<file path="src/rtl/pulse_seq_tx.sv">
// -----------------------------------------------------------------------------
// pulse_seq_tx
//
// Programmable pulse-sequence transmitter. A small symbol memory holds 2-bit
// symbols (16 per 32-bit word). Each symbol selects an output level and one of
// two durations for that level. The sequencer plays symbols from PC 0 up to
// end_idx, optionally jumping back to loop_idx a programmable number of times,
// then returns to idle and raises a sticky done flag.
//
// Optional feature: define PULSE_SEQ_CARRIER_EN to build a carrier generator
// that can gate the high level of each symbol. Without the macro no carrier
// logic is built and its register fields read back as 0.
//
// Ports:
//   clk       in   1   clock
//   rst_n     in   1   synchronous active-low reset
//   wr_en     in   1   register/memory write strobe
//   wr_addr   in   6   write address (0..5 registers, 32+k memory word k)
//   wr_data   in   32  write data
//   rd_addr   in   6   read address
//   rd_data   out  32  combinational read data (0 for unmapped addresses)
//   irq_clr   in   1   clears done_irq (a simultaneous set wins)
//   busy      out  1   sequence active (FETCH or RUN)
//   done_irq  out  1   sticky sequence-complete flag
//   tx_out    out  1   pulse output
// -----------------------------------------------------------------------------
module pulse_seq_tx #(
   parameter int DEPTH_WORDS = 8,
   parameter int DUR_W       = 16,
   parameter int PRESC_W     = 4
) (
   input  logic        clk,
   input  logic        rst_n,
   input  logic        wr_en,
   input  logic [5:0]  wr_addr,
   input  logic [31:0] wr_data,
   input  logic [5:0]  rd_addr,
   output logic [31:0] rd_data,
   input  logic        irq_clr,
   output logic        busy,
   output logic        done_irq,
   output logic        tx_out
);

   localparam int PC_W      = $clog2(DEPTH_WORDS * 16);
   localparam int WI_W      = (DEPTH_WORDS > 1) ? $clog2(DEPTH_WORDS) : 1;
   localparam int SHIFT_MAX = (1 << PRESC_W) - 1;
   // Counter holds (D+1)*2^presc - 1, which needs DUR_W + max shift bits.
   localparam int CNT_W     = DUR_W + SHIFT_MAX;

   localparam logic [5:0] A_CTRL   = 6'd0;
   localparam logic [5:0] A_PROG   = 6'd1;
   localparam logic [5:0] A_DUR_L  = 6'd2;
   localparam logic [5:0] A_DUR_H  = 6'd3;
   localparam logic [5:0] A_TIMING = 6'd4;
   localparam logic [5:0] A_STATUS = 6'd5;

   typedef enum logic [1:0] {
      S_IDLE  = 2'd0,
      S_FETCH = 2'd1,
      S_RUN   = 2'd2
   } state_t;

   // ---------------------------------------------------------------- config
   logic               idle_level_q;
   logic               invert_q;
   logic [7:0]         end_idx_q;
   logic [7:0]         loop_idx_q;
   logic [15:0]        loop_cnt_q;
   logic [DUR_W-1:0]   low_a_q;
   logic [DUR_W-1:0]   low_b_q;
   logic [DUR_W-1:0]   high_a_q;
   logic [DUR_W-1:0]   high_b_q;
   logic [PRESC_W-1:0] presc_q;
   logic [31:0]        mem_q [DEPTH_WORDS];

   // ------------------------------------------------------------- sequencer
   state_t             state_q;
   logic               busy_q;
   logic               done_q;
   logic [PC_W-1:0]    pc_q;
   logic [15:0]        loops_q;
   logic [1:0]         sym_q;
   logic [CNT_W-1:0]   cnt_q;
   // Output-shaping settings captured at each symbol load, so a config write
   // during a sequence only changes the output from the next symbol on.
   logic               idle_act_q;
   logic               inv_act_q;

`ifdef PULSE_SEQ_CARRIER_EN
   logic               carrier_en_q;
   logic [15:0]        carrier_half_q;
   logic               car_en_act_q;
   logic [15:0]        car_half_act_q;
   logic [15:0]        car_cnt_q;
   logic               car_q;
`endif

   // ---------------------------------------------------------- write decode
   logic            ctrl_wr;
   logic            start_req;
   logic            stop_req;
   logic            mem_wr;
   logic [WI_W-1:0] wr_word;

   assign ctrl_wr   = wr_en && (wr_addr == A_CTRL);
   assign start_req = ctrl_wr && wr_data[0];
   assign stop_req  = ctrl_wr && wr_data[1];
   assign mem_wr    = wr_en && wr_addr[5] && (int'(wr_addr[4:0]) < DEPTH_WORDS);
   assign wr_word   = WI_W'(wr_addr[4:0]);

   // --------------------------------------------------- next-PC and prefetch
   logic            at_end_d;
   logic            seq_last_d;
   logic            sym_done_d;
   logic            act_load_d;
   logic [PC_W-1:0] pc_adv_d;
   logic [PC_W-1:0] fetch_pc_d;
   logic [WI_W-1:0] fetch_widx_d;
   logic [31:0]     fetch_word_d;
   logic [1:0]      fetch_sym_d;
   logic [CNT_W-1:0] fetch_cnt_d;

   always_comb begin
      at_end_d   = (pc_q == end_idx_q[PC_W-1:0]);
      seq_last_d = at_end_d && (loops_q == 16'd0);
      sym_done_d = (state_q == S_RUN) && (cnt_q == '0);
      // PC + 1 wraps naturally at the top of the PC range.
      pc_adv_d   = at_end_d ? loop_idx_q[PC_W-1:0] : pc_q + PC_W'(1);
      // FETCH reads the current PC; in RUN the single read port looks ahead
      // at the next PC so the following symbol loads with no gap.
      fetch_pc_d = (state_q == S_FETCH) ? pc_q : pc_adv_d;
      act_load_d = (state_q == S_FETCH) || (sym_done_d && !seq_last_d);
   end

   generate
      if (DEPTH_WORDS > 1) begin : g_widx
         assign fetch_widx_d = fetch_pc_d[PC_W-1:4];
      end else begin : g_widx1
         assign fetch_widx_d = '0;
      end
   endgenerate

   always_comb begin
      logic [DUR_W-1:0] dur;
      logic [CNT_W:0]   len;
      fetch_word_d = mem_q[fetch_widx_d];
      fetch_sym_d  = fetch_word_d[{fetch_pc_d[3:0], 1'b0} +: 2];
      // Level in bit 1, duration b/a select in bit 0.
      case (fetch_sym_d)
         2'b00:   dur = low_a_q;
         2'b01:   dur = low_b_q;
         2'b10:   dur = high_a_q;
         default: dur = high_b_q;
      endcase
      len         = ((CNT_W + 1)'(dur) + (CNT_W + 1)'(1)) << presc_q;
      fetch_cnt_d = CNT_W'(len - (CNT_W + 1)'(1));
   end

   // -------------------------------------------------------- config writes
   always_ff @(posedge clk) begin
      if (!rst_n) begin
         idle_level_q   <= 1'b0;
         invert_q       <= 1'b0;
         end_idx_q      <= '0;
         loop_idx_q     <= '0;
         loop_cnt_q     <= '0;
         low_a_q        <= '0;
         low_b_q        <= '0;
         high_a_q       <= '0;
         high_b_q       <= '0;
         presc_q        <= '0;
`ifdef PULSE_SEQ_CARRIER_EN
         carrier_en_q   <= 1'b0;
         carrier_half_q <= '0;
`endif
      end else if (wr_en) begin
         case (wr_addr)
            A_CTRL: begin
               idle_level_q <= wr_data[2];
               invert_q     <= wr_data[3];
`ifdef PULSE_SEQ_CARRIER_EN
               carrier_en_q <= wr_data[4];
`endif
            end
            A_PROG: begin
               end_idx_q  <= wr_data[7:0];
               loop_idx_q <= wr_data[15:8];
               loop_cnt_q <= wr_data[31:16];
            end
            A_DUR_L: begin
               low_a_q <= wr_data[DUR_W-1:0];
               low_b_q <= wr_data[16 +: DUR_W];
            end
            A_DUR_H: begin
               high_a_q <= wr_data[DUR_W-1:0];
               high_b_q <= wr_data[16 +: DUR_W];
            end
            A_TIMING: begin
               presc_q <= wr_data[PRESC_W-1:0];
`ifdef PULSE_SEQ_CARRIER_EN
               carrier_half_q <= wr_data[31:16];
`endif
            end
            default: ;
         endcase
      end
   end

   // Symbol memory has no reset; writes are accepted even mid-sequence.
   always_ff @(posedge clk) begin
      if (mem_wr) begin
         mem_q[wr_word] <= wr_data;
      end
   end

   // ------------------------------------------------------------------ FSM
   always_ff @(posedge clk) begin
      if (!rst_n) begin
         state_q    <= S_IDLE;
         busy_q     <= 1'b0;
         done_q     <= 1'b0;
         pc_q       <= '0;
         loops_q    <= '0;
         sym_q      <= '0;
         cnt_q      <= '0;
         idle_act_q <= 1'b0;
         inv_act_q  <= 1'b0;
`ifdef PULSE_SEQ_CARRIER_EN
         car_en_act_q   <= 1'b0;
         car_half_act_q <= '0;
         car_cnt_q      <= '0;
         car_q          <= 1'b0;
`endif
      end else begin
         // Clear first so that a completion in this same cycle overrides it.
         if (irq_clr) begin
            done_q <= 1'b0;
         end

         case (state_q)
            S_IDLE: begin
               if (start_req) begin
                  state_q <= S_FETCH;
                  busy_q  <= 1'b1;
                  pc_q    <= '0;
                  loops_q <= loop_cnt_q;
               end
            end
            S_FETCH: begin
               sym_q   <= fetch_sym_d;
               cnt_q   <= fetch_cnt_d;
               state_q <= S_RUN;
`ifdef PULSE_SEQ_CARRIER_EN
               car_cnt_q <= '0;
               car_q     <= 1'b0;
`endif
            end
            S_RUN: begin
`ifdef PULSE_SEQ_CARRIER_EN
               if (car_cnt_q == car_half_act_q) begin
                  car_cnt_q <= '0;
                  car_q     <= ~car_q;
               end else begin
                  car_cnt_q <= car_cnt_q + 16'd1;
               end
`endif
               if (cnt_q == '0) begin
                  if (seq_last_d) begin
                     state_q <= S_IDLE;
                     busy_q  <= 1'b0;
                     if (!stop_req) begin
                        done_q <= 1'b1;
                     end
                  end else begin
                     pc_q  <= pc_adv_d;
                     sym_q <= fetch_sym_d;
                     cnt_q <= fetch_cnt_d;
                     if (at_end_d) begin
                        loops_q <= loops_q - 16'd1;
                     end
                  end
               end else begin
                  cnt_q <= cnt_q - CNT_W'(1);
               end
            end
            default: begin
               state_q <= S_IDLE;
               busy_q  <= 1'b0;
            end
         endcase

         if (act_load_d) begin
            idle_act_q <= idle_level_q;
            inv_act_q  <= invert_q;
`ifdef PULSE_SEQ_CARRIER_EN
            car_en_act_q   <= carrier_en_q;
            car_half_act_q <= carrier_half_q;
`endif
         end

         // Stop overrides everything above, including a start or a completion.
         if (stop_req) begin
            state_q <= S_IDLE;
            busy_q  <= 1'b0;
         end
      end
   end

   // --------------------------------------------------------------- output
   logic mod_level_d;
   logic car_en_rd;
   logic [15:0] car_half_rd;

`ifdef PULSE_SEQ_CARRIER_EN
   assign mod_level_d = car_en_act_q ? (sym_q[1] & car_q) : sym_q[1];
   assign car_en_rd   = carrier_en_q;
   assign car_half_rd = carrier_half_q;
`else
   assign mod_level_d = sym_q[1];
   assign car_en_rd   = 1'b0;
   assign car_half_rd = 16'd0;
`endif

   always_comb begin
      if (state_q == S_RUN) begin
         tx_out = mod_level_d ^ inv_act_q;
      end else begin
         // IDLE and FETCH both drive the idle level.
         tx_out = idle_level_q ^ invert_q;
      end
   end

   assign busy     = busy_q;
   assign done_irq = done_q;

   // ------------------------------------------------------------ read mux
   logic            rd_mem_hit;
   logic [WI_W-1:0] rd_word;

   assign rd_mem_hit = rd_addr[5] && (int'(rd_addr[4:0]) < DEPTH_WORDS);
   assign rd_word    = WI_W'(rd_addr[4:0]);

   always_comb begin
      rd_data = '0;
      case (rd_addr)
         A_CTRL:   rd_data = {27'd0, car_en_rd, invert_q, idle_level_q, 2'b00};
         A_PROG:   rd_data = {loop_cnt_q, loop_idx_q, end_idx_q};
         A_DUR_L: begin
            rd_data[DUR_W-1:0]  = low_a_q;
            rd_data[16 +: DUR_W] = low_b_q;
         end
         A_DUR_H: begin
            rd_data[DUR_W-1:0]  = high_a_q;
            rd_data[16 +: DUR_W] = high_b_q;
         end
         A_TIMING: begin
            rd_data[PRESC_W-1:0] = presc_q;
            rd_data[31:16]       = car_half_rd;
         end
         A_STATUS: rd_data = {loops_q, 8'(pc_q), 6'd0, done_q, busy_q};
         default: begin
            if (rd_mem_hit) begin
               rd_data = mem_q[rd_word];
            end
         end
      endcase
   end

endmodule

</file>
<file path="config.mk">
export PLATFORM = sky130hd
export DESIGN_NAME = pulse_seq_tx
export DESIGN_NICKNAME = d
export VERILOG_FILES = /design/src/rtl/pulse_seq_tx.sv
export SDC_FILE = /design/constraint.sdc
export NUM_CORES = 1
export LEC_CHECK = 0
export ABC_AREA = 1
export ABC_CLOCK_PERIOD_IN_PS = 9800
export CAP_MARGIN = 20
export CORE_ASPECT_RATIO = 1.4
export CORE_UTILIZATION = 60
export DETAILED_ROUTE_END_ITERATION = 12
export GPL_TIMING_DRIVEN = 1
export MAX_ROUTING_LAYER = met4
export PLACE_DENSITY = 0.89
export SLEW_MARGIN = 20
export SYNTH_ARGS = -nofsm -noshare
export SYNTH_HDL_FRONTEND = slang
export SYNTH_SLANG_ARGS = --single-unit
export TNS_END_PERCENT = 10
</file>
<file path="constraint.sdc">
create_clock -name clk -period 9.8 [get_ports clk]
set_input_delay 1.96 -clock clk [delete_from_list [all_inputs] [get_ports clk]]
set_output_delay 1.96 -clock clk [all_outputs]
set_load 0.03 [all_outputs]
</file>
# Word-level counts from Yosys, hierarchy flattened
# Memories as Yosys holds them, arrays and structs flattened.
# Index checks and enable logic that the tools add are counted.
# totals
regBits	163
latch_bits	0
ramBits	256
rom_bits	0
inputBits	48
output_inout_bits	35
elab_cells	122
n_memories	1
# classes
n_addsub	5
mul	0
n_div	0
magnitude_cmp	2
n_eq_ne	20
n_shift	2
muxes	38
bitwise_logic	4
n_reduce_logical	32
# memory_table
memory	depth	word_bits	read_ports	rd_clocked_by_memory_dff	wr	line	text
mem_q	8	32	2	0	1	75	logic [31:0] mem_q [DEPTH_WORDS];
# op_table
operator	n
16-bit case mux with 5 select lines	1
16-bit 2-to-1 mux	4
31-bit 2-to-1 mux	2
31-bit case mux with 2 select lines	1
31-bit by 1-bit subtractor with 31-bit output, second input constant	2
12-bit case mux with 5 select lines	1
16-bit case mux with 3 select lines	1
7-bit 2-to-1 mux	5
32-bit 2-to-1 mux	1
16-bit case mux with 2 select lines	1
32-bit by 6-bit indexed part select with 2-bit output	1
31-bit logical NOT	1
17-bit by 4-bit << shifter with 31-bit output	1
6-bit by 2-bit == test with 1-bit output, second input constant	4
4-bit case mux with 6 select lines	1
6-bit by 3-bit == test with 1-bit output, second input constant	3
16-bit by 1-bit adder with 17-bit output, second input constant	1
16-bit logical NOT	1
16-bit by 1-bit subtractor with 16-bit output, second input constant	1
7-bit case mux with 2 select lines	1
6-bit by 1-bit == test with 1-bit output, second input constant	2
6-bit logical NOT	2
2-bit AND reduction	6
1-bit 2-to-1 mux	11
22 further kinds	48

# Logic depth before layout (Yosys ltp)
# An unclocked memory read counts as a cell.
# depth
word_depth	13
mapped_depth	48
ltp_nobuf	47

# Worst setup path after synthesis
# OpenSTA, ideal clock, no wires.
# synth_path
path_type	input to output
from	input rd_addr[0]
to	output rd_data[11]
arrival_ns	4.142
required_ns	7.840
slack_ns	3.698
stages	6
n_path_buf	0
cell_sequence	inv_1 nor2_1 clkinv_1 nor4_1 clkinv_1 o2111ai_1
# synth_between
elab_chain_cells	4
word_cells_on_any_way	12
cone_classes	order compare (1); eq/ne (5); mux (2); reduce/logical (3); memory (1)
# synth_lines
item	line	text
from (decl)	37	input logic [5:0] rd_addr,
5-bit by 4-bit less-than comparator with 1-bit output	341	assign rd_mem_hit = rd_addr[5] && (int'(rd_addr[4:0]) < DEPTH_WORDS);
1-bit logical AND	341	
32-bit 2-to-1 mux	363	if (rd_mem_hit) begin
12-bit case mux with 5 select lines (*)	346	case (rd_addr)
to (decl)	38	output logic [31:0] rd_data,
# Every way passes the cells marked *; elsewhere a longest branch is shown, timed or not.

# Final worst setup path
# layout_path
from	input rd_addr[0]
to	output rd_data[21]
# layout_between
elab_chain_cells	4
word_cells_on_any_way	12
cone_classes	order compare (1); eq/ne (5); mux (2); reduce/logical (3); memory (1)
# layout_lines
item	line
5-bit by 4-bit less-than comparator with 1-bit output	341
1-bit logical AND	341
32-bit 2-to-1 mux	363
16-bit case mux with 5 select lines (*)	346
# Marks and branches as above.

==> results_tabular.tex <==
\begin{tabular}{lr}
\hline
Metric & Value \\
\hline
\multicolumn{2}{l}{\textbf{Run status}} \\
Outcome & finished, final reports clean \\
\multicolumn{2}{l}{\textbf{Global routing}} \\
Global route overflow & 0 \\
Total track usage & 46.2\% \\
Via count of the first global-routing pass & 23700 \\
Number of antenna violations at the first check in global routing & 3 \\
First-pass GRT wire length & 136 mm \\
Largest net degree at the start of global routing & 103 \\
\multicolumn{2}{l}{\textbf{Synthesis}} \\
Primary FF master, synth & sky130\_fd\_sc\_hd\_\_edfxtp\_1 \\
Synth Warn \# & 0 \\
Fraction of post-synthesis cell area in the top cell type by area & 31.8\% \\
Fraction of registers with async set/reset & 0\% \\
Largest area contributor in the synthesized netlist & sky130\_fd\_sc\_hd\_\_edfxtp\_1 \\
Number of standard cells after synthesis & 3131 \\
Synthesized net count & 3184 \\
Sequential share of the synthesized area & 45.2\% \\
Number of enable flip-flop cells after synthesis & 256 \\
Area contributors post-synth & sky130\_fd\_sc\_hd\_\_edfxtp\_1, sky130\_fd\_sc\_hd\_\_dfxtp\_1, sky130\_fd\_sc\_hd\_\_nand3\_1, sky130\_fd\_sc\_hd\_\_nand2\_1, sky130\_fd\_sc\_hd\_\_inv\_1 \\
Number of distinct library cells after synthesis & 59 \\
Number of synthesized register bits & 418 \\
Area of the mapped netlist & 24200 um2 \\
Per-instance average area after synthesis & 7.72 um2 \\
\multicolumn{2}{l}{\textbf{Critical path}} \\
Highest net fanout along the worst path & 45 \\
Most used cell along the critical path & sky130\_fd\_sc\_hd\_\_clkdlybuf4s50\_1 \\
Startpoint type of the worst setup path & input pin \\
Critical path arrival & 6.11 ns \\
Count of buffering cells on the critical path with inverters included & 4 \\
Critical path endpoint category & primary output \\
Required arrival time at the worst endpoint & 7.84 ns \\
CP max-delay cell & sky130\_fd\_sc\_hd\_\_o311ai\_0 \\
CP peak stage delay & 0.96 ns \\
Crit-path cells & clkdlybuf4s50\_1 > nor2\_4 > buf\_4 > inv\_1 > o22ai\_1 > o311ai\_0 > o2111ai\_1 > clkdlybuf4s50\_1 \\
Family of cells with the greatest summed delay on the critical path & buffers and inverters \\
Capture instance of the worst register-to-register path & cnt\_q[30] \\
Worst r2r path cells & 41 \\
Reg2Reg Launch Point & pc\_q[0] \\
Critical path class & in2out \\
Register-to-register setup slack & 2.30 ns \\
\multicolumn{2}{l}{\textbf{STA}} \\
Final Cycle Share & 82.3\% \\
Post-Route Setup TNS & 0 ns \\
Count of final max-slew check failures & 0 \\
Setup violation total in the final timing report & 0 \\
Tmin final & 8.07 ns \\
Max-Slew Margin vs Limit & 23.0\% \\
Unrepaired setup endpoints after global routing & no \\
Transition time of the tightest slew-check pin & 1.14 ns \\
Endpoints failing hold & 0 \\
Clock skew & 0.0197 ns \\
Fmax & 124 MHz \\
\multicolumn{2}{l}{\textbf{Route}} \\
Post-DR wirelength/cell & 24.9 um \\
\# DRC & 0 \\
Count of TritonRoute iterations in the first routing pass & 10 \\
Number of vias per cell & 6.65 \\
Number of vias in the routed layout & 24600 \\
Number of DRC markers in iteration 0 & 3693 \\
DRT Wirelength & 92.1 mm \\
Antenna Violating Nets Remaining & 0 \\
\multicolumn{2}{l}{\textbf{Flow run}} \\
Number of violations of the max-capacitance limit & 0 \\
\multicolumn{2}{l}{\textbf{CTS}} \\
Clock latency of the later-clocked register in the worst-skew pair & 0.56 ns \\
Clock root buffer & sky130\_fd\_sc\_hd\_\_clkbuf\_16 \\
Clock tree from TritonCTS & done \\
Cts hold-fix bufs & 0 \\
Maximum root-to-sink buffer count & 3 \\
Clock sink total & 418 \\
Clock-pin slew of the registers on the worst-case setup and hold paths & 0.06 ns \\
H-Tree Level Count & 2 \\
Number of buffers added for setup after CTS & 0 \\
Number of buffers inserted during clock tree synthesis & 41 \\
Post-cts gate resize count & 0 \\
\multicolumn{2}{l}{\textbf{Worst hold path}} \\
Endpoint of the worst hold path & loop\_cnt\_q[2] \\
Cell depth of the worst hold path & 2 \\
Class of the tightest hold or removal check & reg2reg \\
Hold wc startpoint & loop\_cnt\_q[2] \\
\multicolumn{2}{l}{\textbf{Die}} \\
Die W & 172 um \\
Floorplan die area & 41100 um2 \\
Core Region & 39500 um2 \\
Die H & 239 um \\
Number of core rows & 86 \\
Number of I/O pins & 83 \\
Effective utilization at floorplan & 61.2\% \\
\multicolumn{2}{l}{\textbf{Place}} \\
Final GP Congestion & 1.08 \\
Number of port buffers & 82 \\
Placed cell areas & 25200 um2 \\
HPWL after detailed placement & 61.5 mm \\
\multicolumn{2}{l}{\textbf{Power and ir drop}} \\
Clock group share of total power & 38.9\% \\
Cell-internal power & 0.00309 W \\
Power density relative to cell area & 164 nW/um2 \\
Pleak & 10.9 nW \\
Net switching power & 0.00129 W \\
Combinational share of power & 18.0\% \\
Relative contribution of sequential cells to total power & 43.1\% \\
Worst ir drop on vdd & 0.127 mV \\
Switching share of power & 29.4\% \\
\multicolumn{2}{l}{\textbf{Layout}} \\
Most common cell after layout, fill and taps aside & sky130\_fd\_sc\_hd\_\_nand2\_1 \\
Ratio of cells with drive above 1 in the final layout & 7.40\% \\
Post-route design area & 26600 um2 \\
Layout Area Growth over Synthesis & 10.2\% \\
Number of nets in the layout & 3184 \\
Final core occ & 67.4\% \\
Commonest cells after routing, fill and taps aside & sky130\_fd\_sc\_hd\_\_nand2\_1, sky130\_fd\_sc\_hd\_\_nand3\_1, sky130\_fd\_sc\_hd\_\_inv\_1, sky130\_fd\_sc\_hd\_\_edfxtp\_1, sky130\_fd\_sc\_hd\_\_nor2\_1 \\
\hline
\end{tabular}
logic make-up (layout without fill, tap and decap cells):
group                      count (synthesis)  after routing  share of synthesized area [%]
other                                      0              3                              0
AOI/OAI and AO/OA                        545            545                           13.8
muxes                                      1              1                         0.0414
DFF                                      418            418                           45.2
xor gates and xnor gates                  39             39                           1.41
adders and majority gates                  5              5                          0.259
buffers and inverters                    484            514                           8.71
and+or+nand+nor                         1639           1639                           30.5
stage by stage:
| step | std cells | setup slack (ns) | hold WS [ns] | power, W |
|---|---|---|---|---|
| floorplan | 3131 | 3.70 | 0.434 | 0.00243 |
| global placement | 3616 | 1.75 | 0.458 | 0.00266 |
| detailed placement | 3616 | 2.00 | 0.466 | 0.00267 |
| CTS | 3689 | 1.95 | 0.480 | 0.00433 |
| global route | 3691 | 1.74 | 0.504 | 0.00447 |
| finish | 3692 | 1.73 | 0.485 | 0.00437 |
worst reg2reg max path, delay by kind of cell (launching register included):
kind                     cells  cell delay [ns]
AO/OA/AOI/OAI                2             0.23
flip-flops                   1             0.49
adder cells (fa/ha/maj)      2             0.45
buffers and inverters        4             0.69
AND/OR/NAND/NOR             33             5.53
final cells by class:
class,instances,area (um2)
diodes,3,7.51
clock buffers,54,1140
clock inverters,19,279
fillers,3246,12900
inverters,310,1160
multi-input cells,2229,11300
flip-flops and latches,418,10900
well taps,528,661
repair buffers,131,1190
layer usage:
| layer | global-route usage [%] | wire length (um) | vias up |
|---|---|---|---|
| li1 | - | - | 10800 |
| met1 | 48.3 | 28500 | 11200 |
| met2 | 72.2 | 42300 | 1966 |
| met3 | 9.32 | 11100 | 643 |
| met4 | 43.8 | 10200 | 0 |
| met5 | - | 0 | - |
power groups by stage:
stage          clock [W]  combinational [W]  sequential (W)
6_report         0.00170           0.000789         0.00188
4_1_cts          0.00169           0.000758         0.00188
5_1_grt          0.00175           0.000838         0.00188
3_5_place_dp           0           0.000753         0.00192
2_1_floorplan          0           0.000516         0.00192
3_3_place_gp           0           0.000743         0.00192
cell usage after synthesis, types with 6 or more instances:
cell	number
sky130_fd_sc_hd__buf_6	16
sky130_fd_sc_hd__nand3_1	574
sky130_fd_sc_hd__xnor2_1	12
sky130_fd_sc_hd__inv_2	18
sky130_fd_sc_hd__inv_1	283
sky130_fd_sc_hd__xor2_1	27
sky130_fd_sc_hd__nand2_2	26
sky130_fd_sc_hd__a211oi_1	11
sky130_fd_sc_hd__nor2_1	266
sky130_fd_sc_hd__a22oi_1	74
sky130_fd_sc_hd__nor2_4	15
sky130_fd_sc_hd__clkbuf_1	93
sky130_fd_sc_hd__o311ai_0	10
sky130_fd_sc_hd__o21ai_0	184
sky130_fd_sc_hd__nand3_2	17
sky130_fd_sc_hd__nand2_1	664
sky130_fd_sc_hd__dfxtp_1	162
sky130_fd_sc_hd__nand2_4	6
sky130_fd_sc_hd__nor4_1	7
sky130_fd_sc_hd__o21ai_1	18
sky130_fd_sc_hd__buf_8	6
sky130_fd_sc_hd__nor2_2	10
sky130_fd_sc_hd__a221oi_1	15
sky130_fd_sc_hd__buf_4	12
sky130_fd_sc_hd__o2111ai_1	25
sky130_fd_sc_hd__nor3_1	17
sky130_fd_sc_hd__o22ai_1	47
sky130_fd_sc_hd__clkinv_1	8
sky130_fd_sc_hd__buf_1	16
sky130_fd_sc_hd__edfxtp_1	256
sky130_fd_sc_hd__a31oi_1	6
sky130_fd_sc_hd__o211ai_1	33
sky130_fd_sc_hd__nand4_1	23
sky130_fd_sc_hd__a21oi_1	107
sky130_fd_sc_hd__buf_2	30
worst max-delay path by stage:
stage / end / cells past startpoint / startpoint / slack (ns)
final: rd_data[21] / 8 / rd_addr[0] / 1.73
after global routing: rd_data[21] / 8 / rd_addr[0] / 1.74
after CTS: rd_data[21] / 8 / rd_addr[0] / 1.95
after detailed placement: rd_data[21] / 8 / rd_addr[0] / 2.00
after global placement: rd_data[13] / 8 / rd_addr[0] / 1.75
after floorplan: rd_data[11] / 6 / rd_addr[0] / 3.70
flip-flops by register name (all words and copies together), names as in the netlist, 16 cells and up:
register / cells
cnt_q: 31
high_a_q: 16
high_b_q: 16
loop_cnt_q: 16
loops_q: 16
low_a_q: 16
low_b_q: 16
mem_q: 256
No activity file was read; power rests on OpenSTA's default activity.
